===== src/rtl/ps2_rx_fifo_pkg.sv =====
// Shared PS/2 frame constants and scan codes, used by the receiver and the keyboard decoder.
package ps2_rx_fifo_pkg;

    typedef logic [7:0] scan_code_t;

    localparam int         PS2_FRAME_BITS = 11;
    localparam logic       PS2_START      = 1'b0;
    localparam logic       PS2_STOP       = 1'b1;
    localparam scan_code_t PS2_BREAK      = 8'hF0;
    localparam scan_code_t PS2_EXTEND     = 8'hE0;

    // The shift register holds {parity, data[7:0], start}; the stop bit arrives live on the last fall.
    function automatic logic frame_good(input logic [9:0] shift, input logic stop_bit);
        return (shift[0] == PS2_START) && (stop_bit == PS2_STOP) && ((^shift[9:1]) == 1'b1);
    endfunction

endpackage


===== src/rtl/ps2_byte_fifo.sv =====
// Synchronous byte FIFO with wrap-bit pointers; a push into a full FIFO is taken only alongside a pop.
module ps2_byte_fifo #(
    parameter int DEPTH = 8
) (
    input  logic       clk,
    input  logic       rst_n,
    input  logic       push_i,
    input  logic [7:0] wdata_i,
    input  logic       pop_i,
    output logic [7:0] rdata_o,
    output logic       full_o,
    output logic       empty_o
);
    localparam int AW = $clog2(DEPTH);

    logic [7:0]  mem_q [DEPTH];
    logic [AW:0] wr_ptr_q, wr_ptr_d;
    logic [AW:0] rd_ptr_q, rd_ptr_d;
    logic        do_push, do_pop;

    assign empty_o = (wr_ptr_q == rd_ptr_q);
    assign full_o  = (wr_ptr_q[AW] != rd_ptr_q[AW]) && (wr_ptr_q[AW-1:0] == rd_ptr_q[AW-1:0]);
    assign do_pop  = pop_i && !empty_o;
    assign do_push = push_i && (!full_o || do_pop);
    assign rdata_o = mem_q[rd_ptr_q[AW-1:0]];

    always_comb begin
        wr_ptr_d = wr_ptr_q;
        rd_ptr_d = rd_ptr_q;
        if (do_push) wr_ptr_d = wr_ptr_q + 1'b1;
        if (do_pop)  rd_ptr_d = rd_ptr_q + 1'b1;
    end

    always_ff @(posedge clk or negedge rst_n) begin
        if (!rst_n) begin
            wr_ptr_q <= '0;
            rd_ptr_q <= '0;
            for (int i = 0; i < DEPTH; i++) mem_q[i] <= '0;
        end else begin
            wr_ptr_q <= wr_ptr_d;
            rd_ptr_q <= rd_ptr_d;
            if (do_push) mem_q[wr_ptr_q[AW-1:0]] <= wdata_i;
        end
    end

endmodule


===== src/rtl/ps2_rx_fifo.sv =====
// PS/2 device-to-host receiver: synchronise, deserialise, check frames, buffer scan codes.
module ps2_rx_fifo
    import ps2_rx_fifo_pkg::*;
#(
    parameter int FIFO_DEPTH     = 8,
    parameter int TIMEOUT_CYCLES = 50000
) (
    input  logic       clk,
    input  logic       rst,
    input  logic       ps2_clk,
    input  logic       ps2_data,
    input  logic       nextdata_n,
    output logic [7:0] data,
    output logic       ready,
    output logic       overflow,
    output logic       frame_err
);
    localparam int            TW       = $clog2(TIMEOUT_CYCLES + 1);
    localparam logic [TW-1:0] TMO_LOAD = TW'(TIMEOUT_CYCLES - 1);
    localparam logic [3:0]    LAST_BIT = 4'(PS2_FRAME_BITS - 1);

    logic [2:0]    clk_sync_q;
    logic [1:0]    dat_sync_q;
    logic [3:0]    bit_cnt_q, bit_cnt_d;
    logic [9:0]    shift_q, shift_d;
    logic [TW-1:0] tmo_q, tmo_d;
    scan_code_t    push_byte_q, push_byte_d;
    logic          push_q, push_d;
    logic          frame_err_q, frame_err_d;
    logic          overflow_q, overflow_d;
    logic          fall, bit_in, full, empty, pop_ok, drop;

    assign fall   = clk_sync_q[2] & ~clk_sync_q[1];
    assign bit_in = dat_sync_q[1];

    // Timeout only runs mid-frame; a fall always reloads it.
    always_comb begin
        bit_cnt_d   = bit_cnt_q;
        shift_d     = shift_q;
        tmo_d       = tmo_q;
        push_d      = 1'b0;
        push_byte_d = push_byte_q;
        frame_err_d = 1'b0;
        if (fall) begin
            tmo_d = TMO_LOAD;
            if (bit_cnt_q == LAST_BIT) begin
                bit_cnt_d = '0;
                if (frame_good(shift_q, bit_in)) begin
                    push_d      = 1'b1;
                    push_byte_d = shift_q[8:1];
                end else begin
                    frame_err_d = 1'b1;
                end
            end else begin
                shift_d   = {bit_in, shift_q[9:1]};
                bit_cnt_d = bit_cnt_q + 1'b1;
            end
        end else if (bit_cnt_q != '0) begin
            if (tmo_q == '0) begin
                bit_cnt_d   = '0;
                frame_err_d = 1'b1;
            end else begin
                tmo_d = tmo_q - 1'b1;
            end
        end
    end

    assign ready  = ~empty;
    assign pop_ok = ~nextdata_n & ready;
    assign drop   = push_q & full & ~pop_ok;

    always_comb begin
        overflow_d = overflow_q;
        if (drop)        overflow_d = 1'b1;
        else if (pop_ok) overflow_d = 1'b0;
    end

    always_ff @(posedge clk or negedge rst) begin
        if (!rst) begin
            clk_sync_q  <= '1;
            dat_sync_q  <= '1;
            bit_cnt_q   <= '0;
            shift_q     <= '0;
            tmo_q       <= TMO_LOAD;
            push_q      <= 1'b0;
            push_byte_q <= '0;
            frame_err_q <= 1'b0;
            overflow_q  <= 1'b0;
        end else begin
            clk_sync_q  <= {clk_sync_q[1:0], ps2_clk};
            dat_sync_q  <= {dat_sync_q[0], ps2_data};
            bit_cnt_q   <= bit_cnt_d;
            shift_q     <= shift_d;
            tmo_q       <= tmo_d;
            push_q      <= push_d;
            push_byte_q <= push_byte_d;
            frame_err_q <= frame_err_d;
            overflow_q  <= overflow_d;
        end
    end

    assign frame_err = frame_err_q;
    assign overflow  = overflow_q;

    ps2_byte_fifo #(.DEPTH(FIFO_DEPTH)) u_fifo (
        .clk     (clk),
        .rst_n   (rst),
        .push_i  (push_q),
        .wdata_i (push_byte_q),
        .pop_i   (~nextdata_n),
        .rdata_o (data),
        .full_o  (full),
        .empty_o (empty)
    );

endmodule


===== config.mk =====
export PLATFORM = sky130hd
export DESIGN_NAME = ps2_rx_fifo
export DESIGN_NICKNAME = d
export VERILOG_FILES = /design/src/rtl/ps2_rx_fifo_pkg.sv /design/src/rtl/ps2_byte_fifo.sv /design/src/rtl/ps2_rx_fifo.sv
export SDC_FILE = /design/constraint.sdc
export NUM_CORES = 1
export LEC_CHECK = 0
export CAP_MARGIN = 20
export CORE_MARGIN = 4
export CORE_UTILIZATION = 60
export DETAILED_ROUTE_END_ITERATION = 8
export PLACE_DENSITY = 0.88
export SLEW_MARGIN = 20
export SYNTH_ARGS = -nofsm -noshare
export SYNTH_HDL_FRONTEND = slang
export SYNTH_SLANG_ARGS = --single-unit

===== constraint.sdc =====
create_clock -name clk -period 3 [get_ports clk]
set_clock_uncertainty 0.05 [all_clocks]
set_input_delay 0.6 -clock clk [delete_from_list [all_inputs] [get_ports clk]]
set_output_delay 0.6 -clock clk [all_outputs]
set_load 0.005 [all_outputs]

==> results.yml, run 1 <==
die:
  initial_core_util_pct: 61.28
  io_pins: 16
  core_sq_mm: 0.009196
  die-area_sq_mm: 0.01101
  fp.dieW_um: 104.9
  fp-row-count: 35
  die_y_um: 104.9
worst_setup_path:
  crit_chain: "buf_4 > mux4_2 > mux2_2 > clkdlybuf4s50_1"
  r2r-end: "tmo_q[6]"
  required_ns: 2.35
  start_kind: "flop"
  reg2regPathDepth: 4
  r2r_start: "tmo_q[10]"
  cp-endpoint: "data[5]"
  slowest_stage: "mux4_2"
  cp_max_fo: 8
  reg2reg_slack_ns: 0.59
  arrival_ns: 2.33
  crit_path_max_incr_delay_ns: 0.51
  crit_start: "u_fifo.rd_ptr_q[0]"
  path_class: "reg -> out"
  end_kind: "primary output"
pwr:
  power.density_mw_per_mm2: 725.2
  peakVddDrop_v: 0.0005205
  leakage_uw: 0.003083
sta:
  relSlewSlack_pct: 42.35
  hold_viol_final: 0
  fmax_ghz: 0.3354
  finalWorstSetupSlack_ns: 0.01880
  setup_viol: 0
  drv_slew: 0
  tightest_slew_ns: 0.8616
  min_period_over_period_pct: 99.37
  rsz0062_at_grt: "yes"
  period_needed_ns: 2.981
finish:
  final-instance-count-excl-fill: 579
  areaGrowthSynthToFinish_pct: 18.03
  diodes: 0
  nets: 466
  fillers: 569
  drive_above_1_share_pct: 39.74
clock_network:
  cts_num_sinks: 118
  clk_pin_slew_ns: 0.06
  htree_levels: 4
  numCtsBuffers: 17
  cts_root_buf: "clkbuf_8"
  cts_hold_buf: 0
  clock_latency_ns: 0.52
  cts_tree: "yes"
  clockBufferDepth: 2
route:
  met2_length_mm: 6.357
  wirelength_mm: 12.17
  routed.top_layer: "met4"
  first_pass_iters: 5
  vias_per_cell: 6.326
  met1_length_mm: 4.991
  ant_nets: 0
  drc: 0
  drt_iter0_drc: 158
  vias: 3663
  wl_met3_um: 595
  wl_per_cell_um: 21.02
placed_design:
  dp_slack_ns: 0.3778
  gp_congestion: 0.8278
  place_hpwl_mm: 7.849
  place_inst: 543
  io_buffers: 15
synthesis:
  synth_flop_cell: "dfrtp_1"
  yosys_warnings: 0
  ys_seq_area_share_pct: 52.71
  synth_cell_type_count: 59
  synthArstFlopShare_pct: 100.0
  syn-instance-count: 412
  synth_edf_count: 0
  syn_area_sq_mm: 0.005635
  syn_nets: 423
  avgSynthCellArea_sq_um: 13.68
  synth-seq-cells: 118
min_path:
  min_path_type: "in -> async"
global_routing:
  grt_pass1_vias: 3876
  gr-total-overflow: 0
  antenna_found_initial: 0
  grt.total_usage_pct: 23.76
  grt_max_degree: 50
  grt_pass1_wl_mm: 20.24
job:
  maxCapViolations: 0
run_status:
  status: "finished, final reports clean"
[cells in the mapped netlist, types with 2 or more instances]
cell type    n  area (sq um)
a2111oi_4    3         82.58
inv_1        9         33.78
nor2_1       7         26.28
a22o_1       2         17.52
o22ai_1      2         12.51
ha_1         6         75.07
a211oi_1     2         15.01
nand4_1      4         25.02
o21ai_0      9         45.04
nand3_1      9         45.04
or3b_2       2         17.52
or3_1        4         25.02
nor2b_1      2         12.51
o311ai_0     2         17.52
nand3b_1     2         15.01
and2_1       2         12.51
xnor3_1      2         45.04
xnor2_1      9         78.83
dfstp_2     14         367.9
buf_6        3         33.78
and4_1       2         17.52
dfrtp_1    104          2603
or4_1        3         22.52
nor4_1       3         18.77
nand2_1     33         123.9
mux2_2      83         934.7
o41ai_1      3         26.28
buf_4        2         15.01
a211oi_2     3         37.54
o31ai_1      2         15.01
xor2_1       6         52.55
nor3_1       5         25.02
and3_1       2         12.51
mux4_2      13         292.8
mux4_1       3         78.83
a41oi_1      2         17.52
nor3b_1      4         30.03
nand2b_1     4         25.02
a21oi_1      9         45.04
buf_2        3         15.01
clkbuf_1     9         33.78
o21a_1       2         15.01
[metal layers]
metal  GRT usage, %  vias up
met2          38.96      112
li1               -     1624
met4          8.903        0
met5              0        -
met3          6.238       19
met1          30.53     1908
[sequential cells by signal (all words and copies together) (netlist names)]
| name | count |
|---|---|
| u_fifo.wr_ptr_q | 4 |
| shift_q | 10 |
| push_q | 1 |
| push_byte_q | 8 |
| u_fifo.mem_q | 64 |
| bit_cnt_q | 4 |
| overflow | 1 |
| frame_err | 1 |
| dat_sync_q | 2 |
| clk_sync_q | 3 |
| u_fifo.rd_ptr_q | 4 |
| tmo_q | 16 |
[cell type report]
cell class | instances | area [sq um] | area share, %
sequential | 118 | 2972 | 44.68
multi-input combinational | 266 | 2522 | 37.92
clock buffer | 17 | 414.1 | 6.226
timing repair buffer | 42 | 386.6 | 5.813
clock inverter | 15 | 180.2 | 2.709
tap | 111 | 138.9 | 2.088
inverter | 10 | 37.54 | 0.5643
[critical path: cells and delay by family (launching register included)]
kind                   cells  cell delay (ns)
muxes                      2             0.78
buffers and inverters      2             0.65
DFF                        1             0.37
[stage by stage]
step                cell area, sq um  hold WS (ns)  total power, uW  TNS [ns]  util [%]
finish                          6651       0.03994             4824         0     72.33
global route                    6651       0.06427             5023   -0.1412     72.33
CTS                             6644       0.04710             4852  -0.07596     72.24
detailed placement              5993        0.3035             2694         0     65.17
global placement                5993        0.2958             2649         0     65.17
floorplan                       5635        0.2544             2483         0         -
[layout by cell type (no fill, tap or decap), types with 4 or more instances in the layout]
cell / count
xor2_1: 6
clkbuf_16: 16
buf_4: 26
nand2_1: 33
nand3_1: 9
nor3b_1: 4
nor2_1: 7
xnor2_1: 9
a21oi_1: 9
nand4_1: 4
nand2b_1: 4
clkdlybuf4s50_1: 8
clkinv_4: 5
dfrtp_1: 103
mux2_2: 82
mux4_2: 15
dfstp_2: 14
inv_1: 9
or3_1: 4
nor3_1: 5
ha_1: 6
o21ai_0: 9
[worst min path at each step]
stage          cells past startpoint  slack (ns)               end           from
2_1_floorplan                      0        0.25      bit_cnt_q[0]            rst
3_3_place_gp                       0        0.30     clk_sync_q[1]  clk_sync_q[0]
5_1_grt                            1        0.06  u_fifo.mem_q[41]            rst
4_1_cts                            1        0.05  u_fifo.mem_q[41]            rst
3_5_place_dp                       0        0.30     clk_sync_q[1]  clk_sync_q[0]
6_report                           1        0.04  u_fifo.mem_q[40]            rst
[power by group]
group	switching [uW]	total, uW	internal (uW)
clock	745	2010	1270
sequential	151	1880	1730
combinational	467	933	466
[what timing repair did]
| action | CTS | global route |
|---|---|---|
| resized for setup | 13 | 3 |
| setup buffers | 2 | 2 |
| cloned | 1 | 0 |
| endpoints found under the setup margin | 6 | 5 |
| pin swaps | 0 | 0 |
[cell families after synthesis]
kind of cell             after synthesis  share of synthesized area (%)
AND/OR/NAND/NOR                       95                          9.325
multiplexers                         101                          23.76
AO/OA/AOI/OAI                         47                          7.283
XOR/XNOR                              17                          3.131
flip-flops                           118                          52.71
adder cells (fa/ha/maj)                6                          1.332
buffers and inverters                 28                          2.464
(Power assumes the default switching activity.)
==> run 2: changes to the inputs <==
--- a/config.mk
+++ b/config.mk
@@ -13,4 +13,5 @@
 export SLEW_MARGIN = 20
 export SYNTH_ARGS = -nofsm -noshare
 export SYNTH_HDL_FRONTEND = slang
+export SYNTH_HIERARCHICAL = 1
 export SYNTH_SLANG_ARGS = --single-unit
==> run 2 against run 1 <==
  * Power rose by 6.7%
  * Sequential cell count did not move
  * Worst setup slack improved by 0.080 ns
  * Synthesized cell count fell by 4.6%
  * Sequential power rose by 7%
  * Clock-buffer cell count rose by 3
  * Maximum frequency rose by 2.8%
  * Highest routed layer unchanged
==> results.yml, run 2 <==
synthesis:
  synthArstFlopShare_pct: 100.0
  yosysMostFrequentCell: "dfrtp_1"
  avgSynthCellArea_sq_um: 14.26
  yosys.area.top_type: "dfrtp_1"
  synth_flop_cell: "dfrtp_1"
  syn_area_sq_mm: 0.005605
  syn-instance-count: 393
  synth-seq-cells: 118
  yosys_warnings: 6
  synth_top_area_share_pct: 46.43
  ys_seq_area_share_pct: 52.99
  ys_top_cells_by_count: "dfrtp_1 (104), mux2_2 (75), nand2_1 (20)"
  synth_cell_type_count: 53
  yosys-top-cells-area: "dfrtp_1 (46%), mux2_2 (15%), dfstp_2 (6.6%)"
  synth_edf_count: 0
  syn_nets: 404
sta:
  finalWorstSetupSlack_ns: 0.09874
  fmax_ghz: 0.3447
  drv_slew: 0
  relSlewSlack_pct: 53.89
  min_period_over_period_pct: 96.71
  tightest_slew_ns: 0.6916
  fin_tns_setup_ns: 0
  period_needed_ns: 2.901
  setup_viol: 0
  hold_viol_final: 0
  rsz0062_at_grt: "no"
pwr:
  peakVddDrop_v: 0.0006546
  power.density_mw_per_mm2: 785.9
  leakage_uw: 0.002999
placed_design:
  io_buffers: 15
  place_inst: 519
  dp_slack_ns: 0.2686
  place_hpwl_mm: 6.756
  placed_area_sq_mm: 0.005942
  gp_congestion: 0.8347
worst_setup_path:
  end_kind: "primary output"
  crit_path_max_incr_delay_ns: 0.50
  slowest_stage: "dfrtp_2"
  path_class: "reg -> out"
  start_kind: "flop"
  crit_buf_inv: 2
  crit_chain: "xor2_2 > or2_4 > nor3_1 > inv_1 > clkdlybuf4s50_1"
  critPathTopFamily: "buffers and inverters"
  arrival_ns: 2.25
  reg2reg_slack_ns: 0.56
  cp_max_fo: 10
  required_ns: 2.35
  r2r-end: "push_byte_q[3]"
  r2r_start: "shift_q[7]"
  reg2regPathDepth: 5
run_status:
  status: "finished, final reports clean"
min_path:
  min_path_type: "in -> async"
finish:
  multi_input_area_sq_mm: 0.002524
  drive_above_1_share_pct: 40.68
  fillers: 542
  top_register: "u_fifo/mem_q"
  final-instance-count-excl-fill: 551
  areaGrowthSynthToFinish_pct: 16.87
  stdcell_area_sq_mm: 0.006551
  final_common_cell: "dfrtp_1"
  largest_register_ffs: 64
  nets: 438
  layout_common_cells: "dfrtp_1 (101), mux2_2 (75), nand2_1 (20)"
  largestRegisters: "u_fifo/mem_q (64), tmo_q (16), shift_q (10)"
  diodes: 0
  regArea_sq_mm: 0.002974
job:
  maxCapViolations: 0
die:
  io_pins: 16
  fp-row-count: 35
  die-area_sq_mm: 0.01095
  fp.dieW_um: 104.7
  initial_core_util_pct: 61.24
  die_y_um: 104.7
  core_sq_mm: 0.009153
clock_network:
  numCtsBuffers: 17
  htree_levels: 4
  post_cts.repair.setup_buffers: 0
  cts_tree: "yes"
  clock_latency_ns: 0.52
  clockBufferDepth: 2
  clk_pin_slew_ns: 0.06
  cts_num_sinks: 118
  cts_root_buf: "clkbuf_8"
route:
  first_pass_iters: 4
  wl_per_cell_um: 20.80
  vias_per_cell: 6.060
  drc: 0
  drt_iter0_drc: 148
  wirelength_mm: 11.46
  ant_nets: 0
  vias: 3339
global_routing:
  grt_max_degree: 55
  antenna_found_initial: 0
  grt.total_usage_pct: 23.38
  gr-total-overflow: 0
  grt_pass1_vias: 3628
  grt_pass1_wl_mm: 19.51
## run 2: routing by layer
metal / vias up / global-route usage (%) / share of wire, %
met4: 0 / 10.22 / 2.3
met3: 28 / 5.930 / 3.6
li1: 1493 / - / -
met2: 73 / 38.75 / 52
met5: - / 0 / 0
met1: 1745 / 29.24 / 42
## run 2: repair_timing
action / in CTS / in global routing
resized for setup: 12 / 0
hold buffers: 0 / 0
endpoints found under the setup margin: 9 / 0
## run 2: kinds of logic (layout without fill, tap and decap cells)
logic type      Yosys count  in the layout  share of synthesized area (%)
xor+xnor                 32             32                          5.848
compound gates           22             22                          2.768
simple gates             84             84                          9.576
fa+ha+maj                 6              6                          1.339
mux                     108            108                          25.45
flops                   118            118                          52.99
buf+inv                  23             70                          2.031
## run 2: cell type report
type | instances | share of cell area (%)
sequential | 118 | 45.40
timing repair buffer | 29 | 4.087
inverter | 9 | 0.5157
clock buffer | 20 | 6.646
tap | 111 | 2.120
clock inverter | 12 | 2.712
multi-input combinational | 252 | 38.52
## run 2: worst max path at each step
stage / from / endpoint / slack (ns) / cells after the start
floorplan: u_fifo/rd_ptr_q[0] / data[0] / 0.74 / 4
global placement: nextdata_n / u_fifo/mem_q[30] / 0.31 / 6
detailed placement: nextdata_n / u_fifo/mem_q[29] / 0.27 / 6
CTS: u_fifo/rd_ptr_q[0] / ready / 0.07 / 6
global route: u_fifo/rd_ptr_q[0] / ready / 0.01 / 6
finish: u_fifo/wr_ptr_q[1] / ready / 0.1 / 5
## run 2: where the power goes
group / switching, uW / internal [uW] / leakage [uW]
Clock: 704 / 1370 / 0.000287
Combinational: 533 / 520 / 0.00115
Sequential: 251 / 1770 / 0.00156
Total: 1490 / 3660 / 0.00300
## run 2: through the flow
step | hold slack (ns) | power (uW) | utilization, %
after floorplan | 0.2544 | 2804 | -
after global placement | 0.2992 | 3016 | 64.92
after detailed placement | 0.2973 | 3073 | 64.92
after CTS | 0.09370 | 5182 | 71.58
after global routing | 0.1108 | 5393 | 71.58
final | 0.07851 | 5148 | 71.58
